--- config.mk ---
export PLATFORM = sky130hd
export DESIGN_NAME = spike_synapse
export DESIGN_NICKNAME = d
export VERILOG_FILES = /design/src/rtl/snn_pkg.sv /design/src/rtl/synapse_prescaler.sv /design/src/rtl/spike_synapse.sv
export SDC_FILE = /design/constraint.sdc
export NUM_CORES = 1
export LEC_CHECK = 0
export ABC_AREA = 1
export CORE_ASPECT_RATIO = 1.75
export CORE_MARGIN = 10
export CORE_UTILIZATION = 55
export CTS_BUF_LIST = sky130_fd_sc_hd__clkbuf_8
export DETAILED_ROUTE_END_ITERATION = 8
export PLACE_DENSITY = 0.8
export SLEW_MARGIN = 15
export SYNTH_ARGS = -nofsm -noshare
export SYNTH_HDL_FRONTEND = slang
export SYNTH_SLANG_ARGS = --single-unit
export TNS_END_PERCENT = 20
--- constraint.sdc ---
create_clock -name clk -period 3.9 [get_ports clk]
set_clock_uncertainty 0.1 [all_clocks]
set_input_delay 0.585 -clock clk [delete_from_list [all_inputs] [get_ports clk]]
set_output_delay 0.585 -clock clk [all_outputs]
set_load 0.005 [all_outputs]
--- src/rtl/snn_pkg.sv ---
// Shared definitions for the spiking-neuron tile: default datapath width and
// the saturating add/subtract used by the synapse and the neuron current input.
package snn_pkg;

    localparam int SNN_WIDTH = 8;

    // Operands are zero-extended to 32 bits; the result is {clamped, value}
    // with value confined to [0, 2^width-1]. Intended for width < 32.
    function automatic logic [32:0] sat_addsub(
        input logic [31:0] a,
        input logic [31:0] b,
        input logic        sub,
        input int unsigned width
    );
        logic [32:0] sum;
        logic [31:0] max_val;
        max_val    = (32'd1 << width) - 32'd1;
        sum        = {1'b0, a} + {1'b0, b};
        sat_addsub = {1'b0, 32'd0};
        if (sub) begin
            if (b > a) begin
                sat_addsub = {1'b1, 32'd0};
            end else begin
                sat_addsub = {1'b0, a - b};
            end
        end else begin
            if (sum > {1'b0, max_val}) begin
                sat_addsub = {1'b1, max_val};
            end else begin
                sat_addsub = {1'b0, sum[31:0]};
            end
        end
    endfunction

endpackage

--- src/rtl/synapse_prescaler.sv ---
// Decay-rate prescaler: counts enabled cycles and pulses tick once every
// PRESCALE of them. The count freezes while ena is low.
module synapse_prescaler #(
    parameter int PRESCALE = 16
) (
    input  logic clk,
    input  logic rst_n,
    input  logic ena,
    output logic tick
);

    localparam int            CW   = $clog2(PRESCALE);
    localparam logic [CW-1:0] LAST = CW'(PRESCALE - 1);

    logic [CW-1:0] cnt;

    assign tick = ena && (cnt == LAST);

    always_ff @(posedge clk) begin
        if (!rst_n) begin
            cnt <= '0;
        end else if (tick) begin
            cnt <= '0;
        end else if (ena) begin
            cnt <= cnt + CW'(1);
        end
    end

endmodule

--- src/rtl/spike_synapse.sv ---
// Synaptic front end: turns rising edges of an upstream spike into a weighted,
// exponentially decaying, saturating input current for a downstream neuron.
module spike_synapse
    import snn_pkg::*;
#(
    parameter int WIDTH       = SNN_WIDTH,
    parameter int DECAY_SHIFT = 3,
    parameter int PRESCALE    = 16
) (
    input  logic             clk,
    input  logic             rst_n,
    input  logic             ena,
    input  logic             spike_in,
    input  logic [WIDTH-1:0] weight,
    input  logic             inhibit,
    output logic [WIDTH-1:0] current,
    output logic [7:0]       event_count,
    output logic             sat
);

    logic             spike_q;
    logic             spike_event;
    logic             tick;
    logic [WIDTH-1:0] decay_step;
    logic [WIDTH-1:0] decayed;
    logic [WIDTH-1:0] next_current;
    logic             next_sat;
    logic [32:0]      addsub_res;
    logic             unused_addsub_bits;

    synapse_prescaler #(
        .PRESCALE(PRESCALE)
    ) u_prescaler (
        .clk  (clk),
        .rst_n(rst_n),
        .ena  (ena),
        .tick (tick)
    );

    assign spike_event        = ena & spike_in & ~spike_q;
    assign unused_addsub_bits = ^addsub_res[31:WIDTH];

    // Decay first, then apply the event; a minimum step of 1 guarantees the
    // current always drains fully to zero.
    always_comb begin
        decay_step = current >> DECAY_SHIFT;
        if (decay_step == '0 && current != '0) begin
            decay_step = WIDTH'(1);
        end
        decayed      = tick ? current - decay_step : current;
        addsub_res   = sat_addsub(32'(decayed), 32'(weight), inhibit, WIDTH);
        next_current = decayed;
        next_sat     = 1'b0;
        if (spike_event) begin
            next_current = addsub_res[WIDTH-1:0];
            next_sat     = addsub_res[32];
        end
    end

    // spike_q resets high so a spike already asserted at reset release is ignored.
    always_ff @(posedge clk) begin
        if (!rst_n) begin
            spike_q     <= 1'b1;
            current     <= '0;
            event_count <= '0;
            sat         <= 1'b0;
        end else begin
            spike_q <= spike_in;
            current <= next_current;
            sat     <= next_sat;
            if (spike_event) begin
                event_count <= event_count + 8'd1;
            end
        end
    end

endmodule

==> out/results.txt, run 1 <==
Status = completed
Vias per Instance = 5.28
Syn Nets = 394
Synth unique cells = 37
Clk slew on worst S/H paths = 80 ps
LEAKAGE = 0.00141 µW
Synth area leader = dfxtp_1
FP Rows = 30
First-pass GRT wire length = 9220 µm
TritonCTS Buffers = 3
Register area share after synthesis = 19.7%
Max IR drop VDD = 0.274 mV
Syn Area/Cell = 6.33 µm²
CP max FO = 8
H-tree depth = 1
Largest net degree at the start of global routing = 18
Worst R2R Setup Slack = 260 ps
Buffers on Ports = 29
Antenna violations before repair = 0
CTS tree = built
# IOs = 30
Yosys warns = 0
Iteration-0 DRC Markers = 109
Core area = 3900 µm²
Final Slew Violations = 0
Layout Utilization = 67.3%
Ys flop type = dfxtp_1
Die area = 7130 µm²
Final setup viols = 0
Worst-margin pin slew = 645 ps
Setup CP Type = flip-flop to flip-flop
Antenna diodes = 0
Final instance count without filler cells = 428
CP required = 3980 ps
Asr flop ratio synth = 0%
Drt total wl = 5760 µm
Maxcap violations = 0
Placed cells = 423
Clock insertion delay at the later pin of the skew report = 280 ps
Hold crit path type = flip-flop to flip-flop
Cells after synthesis = 354
Root Buffer = clkbuf_8
Final ANT Viol Nets = 0
Largest cells by area after synthesis = dfxtp_1 20%, nand2_1 16%, ha_1 13%
Die Ht = 104 µm
CTS Buffer Depth = 2
Vias in the first global route = 2175
Vias = 2261
Nets = 421
Hold Vio Cnt, Final = 0
Number of fill cells = 381
Synth-to-Final Area Change = 17.3%
CP Launch Type = flip-flop
GRT Total Usage = 15.9%
Clock Sinks = 22
Crit path capture type = flip-flop
Fin crit period = 3640 ps
Hold buffers post-CTS = 0
Starting Density = 57.4%
# DRC = 0
Power per cell area = 224 nW/µm²
Wire length per cell = 13.4 µm
EDFF count, synth = 0
Die width = 68.3 µm
Grt total ovfl = 0
Worst rel slew slack = 56.9%
Area of the mapped netlist = 2240 µm²
GPL Wtd Cong = 0.875
Share of the synthesized area in the top cell type = 19.7%
Post-synthesis register bit count = 22
Highest clock rate = 274 MHz
Multi-input gate area = 1510 µm²
Share of cells above drive strength 1 = 7.89%
Detailed placer's ending HPWL = 4590 µm
Reg area = 440 µm²
Drt pass-1 iters = 4
Final Cycle Share = 93.4%
Critical path arrival = 3730 ps
Worst hold slack = 377 ps
-- power by group --
part	internal [µW]	switching, µW
Combinational	72.8	108
Sequential	231	6.48
Clock	90.4	81.2
Total	394	196
-- flip-flops by register name, indices dropped and copies added (netlist names) --
name,count
current,8
sat,1
spike_q,1
event_count,8
u_prescaler.cnt,4
-- cells by family (layout without fill, tap and decap cells) --
logic type,count (synthesis),after routing,synth area share [%]
AND/OR/NAND/NOR,176,176,36.1
flip-flops,22,22,19.7
XOR/XNOR,8,8,3.13
buffers and inverters,80,105,14.6
adder cells (fa/ha/maj),27,27,16.1
AO/OA/AOI/OAI,41,42,10.5
-- cells in the mapped netlist, types with 3 or more instances --
| master | count |
|---|---|
| nor2_2 | 3 |
| fa_1 | 3 |
| nand3_1 | 36 |
| nand4_1 | 8 |
| o21ai_1 | 3 |
| inv_2 | 3 |
| o21ai_0 | 11 |
| xor2_1 | 6 |
| a21oi_1 | 20 |
| nor3_1 | 3 |
| ha_1 | 24 |
| buf_4 | 4 |
| dfxtp_1 | 22 |
| nor2_1 | 18 |
| nand2_1 | 95 |
| inv_1 | 66 |
-- cell type report --
| cell class | instances | area share (%) |
|---|---|---|
| well taps | 48 | 2.28 |
| clock buffers | 4 | 2.09 |
| inverters | 70 | 10.0 |
| flip-flops and latches | 22 | 16.8 |
| multi-input cells | 253 | 57.3 |
| repair buffers | 31 | 11.6 |
-- critical path, stage by stage (launching register included) --
cell	delay, ps
dfxtp_1	330
inv_1	150
nand2_1	140
o41ai_2	290
ha_1	190
inv_1	60
fa_1	400
nand3_1	130
nand2_1	60
nand2_1	120
nand4_1	100
nand2_1	90
inv_1	60
ha_1	400
nor2_1	100
and2_1	200
a21oi_2	260
nand3_1	110
nand2_1	70
nand3_1	80
nand2_1	90
inv_1	40
-- stage by stage --
stage          setup WS [ps]  area (µm²)  setup TNS (ps)  total power, µW
3_5_place_dp             197        2540               0              417
2_1_floorplan            588        2240               0              366
3_3_place_gp             225        2540               0              414
5_1_grt                -16.5        2630           -23.7              622
4_1_cts                  172        2600               0              589
6_report                 257        2630               0              590
-- cells in the final DEF (no fill, tap or decap), types with 2 or more instances in the layout --
master,count
a21oi_1,19
a21oi_2,2
and2_1,2
buf_4,2
clkbuf_8,4
clkdlybuf4s50_1,29
dfxtp_1,22
fa_1,3
ha_1,22
ha_2,2
inv_1,66
inv_2,3
nand2_1,94
nand2_2,2
nand3_1,36
nand3_2,2
nand4_1,8
nor2_1,18
nor2_2,3
nor3_1,3
nor3b_1,2
o21ai_0,10
o21ai_1,3
o21ai_2,3
or2_2,2
xnor2_1,2
xor2_1,6
-- final timing paths --
kind | startpoint | to | depth (start not counted)
setup reg to reg | current[5]$_SDFF_PN0_ | current[6]$_SDFF_PN0_ | 21
hold / removal | event_count[2]$_SDFFE_PN0P_ | event_count[2]$_SDFFE_PN0P_ | 2
hold reg to reg | event_count[2]$_SDFFE_PN0P_ | event_count[2]$_SDFFE_PN0P_ | 2
setup / recovery | current[5]$_SDFF_PN0_ | current[6]$_SDFF_PN0_ | 21
-- timing repair --
item                       CTS  global route
buffers inserted             0             0
setup endpoints to repair    0             9
resized for setup            0             7
-- per-layer routing --
| metal | wire length [µm] | up-vias | track usage, % |
|---|---|---|---|
| met4 | 133 | 0 | 4.48 |
| met1 | 2190 | 1022 | 15.8 |
| li1 | - | 1171 | - |
| met5 | 0 | - | 0 |
| met3 | 231 | 15 | 3.13 |
| met2 | 3200 | 53 | 30.5 |
Note: power is estimated with default switching activity, not from simulation.
==> run 2, diff against run 1 <==
--- a/config.mk
+++ b/config.mk
@@ -7,7 +7,7 @@
 export LEC_CHECK = 0
 export ABC_AREA = 1
 export CORE_ASPECT_RATIO = 1.75
-export CORE_MARGIN = 10
+export CORE_MARGIN = 2
 export CORE_UTILIZATION = 55
 export CTS_BUF_LIST = sky130_fd_sc_hd__clkbuf_8
 export DETAILED_ROUTE_END_ITERATION = 8
@@ -15,5 +15,6 @@
 export SLEW_MARGIN = 15
 export SYNTH_ARGS = -nofsm -noshare
 export SYNTH_HDL_FRONTEND = slang
+export SYNTH_HIERARCHICAL = 1
 export SYNTH_SLANG_ARGS = --single-unit
 export TNS_END_PERCENT = 20
==> run 2 against run 1 <==
Via count increased by 1.7%. Synthesized area increased by 0.56%. Highest routed layer unchanged. Combinational power increased by 3%. Critical path type unchanged. Final cell count increased by 1.2%. Non-clock buffer count increased by 2. Flip-flop and latch count unchanged. Total power about the same. Largest cell class unchanged.
==> out/results.txt, run 2 <==
Vias = 2300 (was 2261)
Die width = 52.4 µm (was 68.3 µm)
Maxcap violations = 0 (unchanged)
Setup Buffers After CTS = 0 (unchanged)
CP max stage delay = 440 ps (was 400 ps)
Final setup viols = 0 (unchanged)
Antenna violations before repair = 0 (unchanged)
Clock Sinks = 22 (unchanged)
Vias in the first global route = 2267 (was 2175)
Vias per Instance = 5.31 (was 5.28)
Iteration-0 DRC Markers = 49 (was 109)
Die Ht = 88.7 µm (was 104 µm)
Starting Density = 57.7% (was 57.4%)
# IOs = 30 (unchanged)
Area of the mapped netlist = 2250 µm² (was 2240 µm²)
Post-synthesis register bit count = 22 (unchanged)
Power per cell area = 223 nW/µm² (was 224 nW/µm²)
Nets = 426 (was 421)
Largest cells by area after synthesis = dfxtp_1 20%, nand2_1 15%, ha_1 13% (was dfxtp_1 20%, nand2_1 16%, ha_1 13%)
Clock insertion delay at the later pin of the skew report = 260 ps (was 280 ps)
TritonCTS Buffers = 3 (unchanged)
Largest net degree at the start of global routing = 15 (was 18)
Fin crit period = 3670 ps (was 3640 ps)
Worst rel slew slack = 54.9% (was 56.9%)
# DRC = 0 (unchanged)
Syn Area/Cell = 6.29 µm² (was 6.33 µm²)
CTS tree = built (unchanged)
CP Launch Type = flip-flop (unchanged)
Commonest non-fill, non-tap cell in the layout = nand2_1 (unchanged)
Hold Vio Cnt, Final = 0 (unchanged)
Synth area leader = dfxtp_1 (unchanged)
Register area share after synthesis = 19.5% (was 19.7%)
Grt total ovfl = 0 (unchanged)
Synth unique cells = 34 (was 37)
GPL Wtd Cong = 0.893 (was 0.875)
Detailed placer's ending HPWL = 4770 µm (was 4590 µm)
Final Cycle Share = 94.0% (was 93.4%)
Max IR drop VDD = 0.272 mV (was 0.274 mV)
Worst-margin pin slew = 670 ps (was 645 ps)
Die area = 4650 µm² (was 7130 µm²)
Syn Nets = 398 (was 394)
GRT Total Usage = 27.0% (was 15.9%)
Ys flop type = dfxtp_1 (unchanged)
Critical path arrival = 3730 ps (about the same)
Top-count cell post-synth = nand2_1 (unchanged)
Highest clock rate = 273 MHz (was 274 MHz)
Root Buffer = clkbuf_8 (unchanged)
First-pass GRT wire length = 9620 µm (was 9220 µm)
Wire length per cell = 13.6 µm (was 13.4 µm)
FP Rows = 30 (unchanged)
Crit path capture type = flip-flop (unchanged)
EDFF count, synth = 0 (unchanged)
Final Slew Violations = 0 (unchanged)
Largest regs = current (8), event_count (8), u_prescaler/cnt (4) (was current (8), event_count (8), u_prescaler.cnt (4))
Setup CP Type = flip-flop to flip-flop (unchanged)
CP required = 3960 ps (was 3980 ps)
Share of the synthesized area in the top cell type = 19.5% (was 19.7%)
Total power draw = 589 µW (was 590 µW)
Most frequent cells in the layout = 88 x nand2_1, 63 x inv_1, 37 x nand3_1, 29 x clkdlybuf4s50_1, 23 x a21oi_1 (was 94 x nand2_1, 66 x inv_1, 36 x nand3_1, 29 x clkdlybuf4s50_1)
Hold crit path type = flip-flop to flip-flop (unchanged)
Cells after synthesis = 358 (was 354)
Most frequent CP cell = nand2_1 (unchanged)
Synth-to-Final Area Change = 17.1% (was 17.3%)
Drt pass-1 iters = 4 (unchanged)
Drt total wl = 5900 µm (was 5760 µm)
Antenna diodes = 0 (unchanged)
Final ANT Viol Nets = 0 (unchanged)
Buffer and inverter count on the worst path = 4 (unchanged)
Core area = 3900 µm² (unchanged)
Slowest CP cell = fa_1 (unchanged)
Share of cells above drive strength 1 = 8.57% (was 7.89%)
CP max FO = 8 (unchanged)
Setup TNS = 0 ps (unchanged)
Yosys warns = 6 (was 0)
Status = completed (unchanged)
Buffers on Ports = 29 (unchanged)
CTS Buffer Depth = 2 (unchanged)
Synth cell count leaders = 88 x nand2_1, 63 x inv_1, 37 x nand3_1 (was 95 x nand2_1, 66 x inv_1, 36 x nand3_1)
Asr flop ratio synth = 0% (unchanged)
Critical path's top delay family = simple AND/OR/NAND/NOR gates (unchanged)
H-tree depth = 1 (unchanged)
CP Cell Sequence = inv_1, nand2_1, o41ai_2, ha_1, inv_1, fa_1, nand3_1, nand2_1, nand2_1, nand2_1, nand2_1, nand2_1, inv_1, ha_2, nand2_1, inv_1, a21oi_1, nand2_1, nand2_2, nand2_4, nand2_1, nor2_1, nor2_1, nor2_1 (was inv_1, nand2_1, o41ai_2, ha_1, inv_1, fa_1, nand3_1, nand2_1, nand2_1, nand4_1, nand2_1, inv_1, ha_1, nor2_1, and2_1, a21oi_2, nand3_1, nand2_1, nand3_1, nand2_1, inv_1)
Clk slew on worst S/H paths = 80 ps (about the same)
LEAKAGE = 0.00138 µW (was 0.00141 µW)
==> run 2: cell count changes after synthesis, moves of 3 or more <==
cell | previous run | this run
nand2_2 | 1 | 9
nand2_1 | 95 | 88
nor2_1 | 18 | 22
a21oi_1 | 20 | 23
inv_1 | 66 | 63
==> run 2: cell type report <==
class	instances	area (µm²)
Clock buffer	4	55.1
Fill cell	373	1260
Inverter	67	254
Multi-Input combinational cell	259	1510
Sequential cell	22	440
Tap cell	48	60.1
Timing Repair Buffer	33	320
==> run 2: layer usage <==
layer	share of wire [%]	global-route usage, %	up-vias
met3	3.8	3.89	22
met5	0	0	-
met1	38	26.3	1036
met2	55	52.5	58
li1	-	-	1184
met4	3.8	13.8	0
==> run 2: path summary, 6_finish.rpt <==
| path | endpoint | start | slack (ps) | cells after the start |
|---|---|---|---|---|
| worst max-delay path | current[5]$_SDFF_PN0_ | current[5]$_SDFF_PN0_ | 230 | 24 |
| worst min-delay path | event_count[7]$_SDFFE_PN0P_ | event_count[7]$_SDFFE_PN0P_ | 370 | 1 |
| worst max register to register | current[5]$_SDFF_PN0_ | current[5]$_SDFF_PN0_ | 230 | 24 |
| worst min register to register | event_count[7]$_SDFFE_PN0P_ | event_count[7]$_SDFFE_PN0P_ | 370 | 1 |
==> run 2: report_power, final <==
part | total (µW) | switching, µW | internal [µW]
clock network | 164 | 74.2 | 90.0
registers | 238 | 7.30 | 231
logic | 187 | 111 | 75.4
total | 589 | 193 | 396
==> run 2: per-stage QoR <==
stage	setup slack [ps]	utilization (%)	instance area, µm²	instances	hold slack [ps]
after floorplan	684	-	2250	358	346
after global placement	360	65.6	2560	429	350
after detailed placement	231	65.6	2560	429	351
after CTS	219	67.0	2620	433	366
after global routing	-55.3	67.6	2640	433	411
final	233	67.6	2640	433	369
==> run 2: kinds of logic (layout without fill, tap and decap cells) <==
logic type / after synthesis / count (layout) / share of synthesized area (%)
AOI/OAI and AO/OA: 39 / 39 / 9.44
adders and majority gates: 27 / 27 / 16.0
and+or+nand+nor: 185 / 185 / 37.4
xor gates and xnor gates: 8 / 8 / 3.11
buffers and inverters: 77 / 104 / 14.5
DFF: 22 / 22 / 19.5
==> run 2: repair_timing <==
item | 4_1_cts | 5_1_grt
endpoints found under the hold margin | 0 | 0
endpoints found under the setup margin | 0 | 8
hold buffers | 0 | 0
gates resized for setup | 0 | 5
==> run 2: worst register-to-register path, stage by stage (launching register included) <==
cell and delay, ps:
dfxtp_1 340, inv_1 110, nand2_1 140, o41ai_2 340
ha_1 200, inv_1 80, fa_1 440, nand3_1 100
nand2_1 80, nand2_1 80, nand2_1 60, nand2_1 70
nand2_1 60, inv_1 80, ha_2 320, nand2_1 100
inv_1 40, a21oi_1 200, nand2_1 100, nand2_2 90
nand2_4 90, nand2_1 140, nor2_1 70, nor2_1 100
nor2_1 50
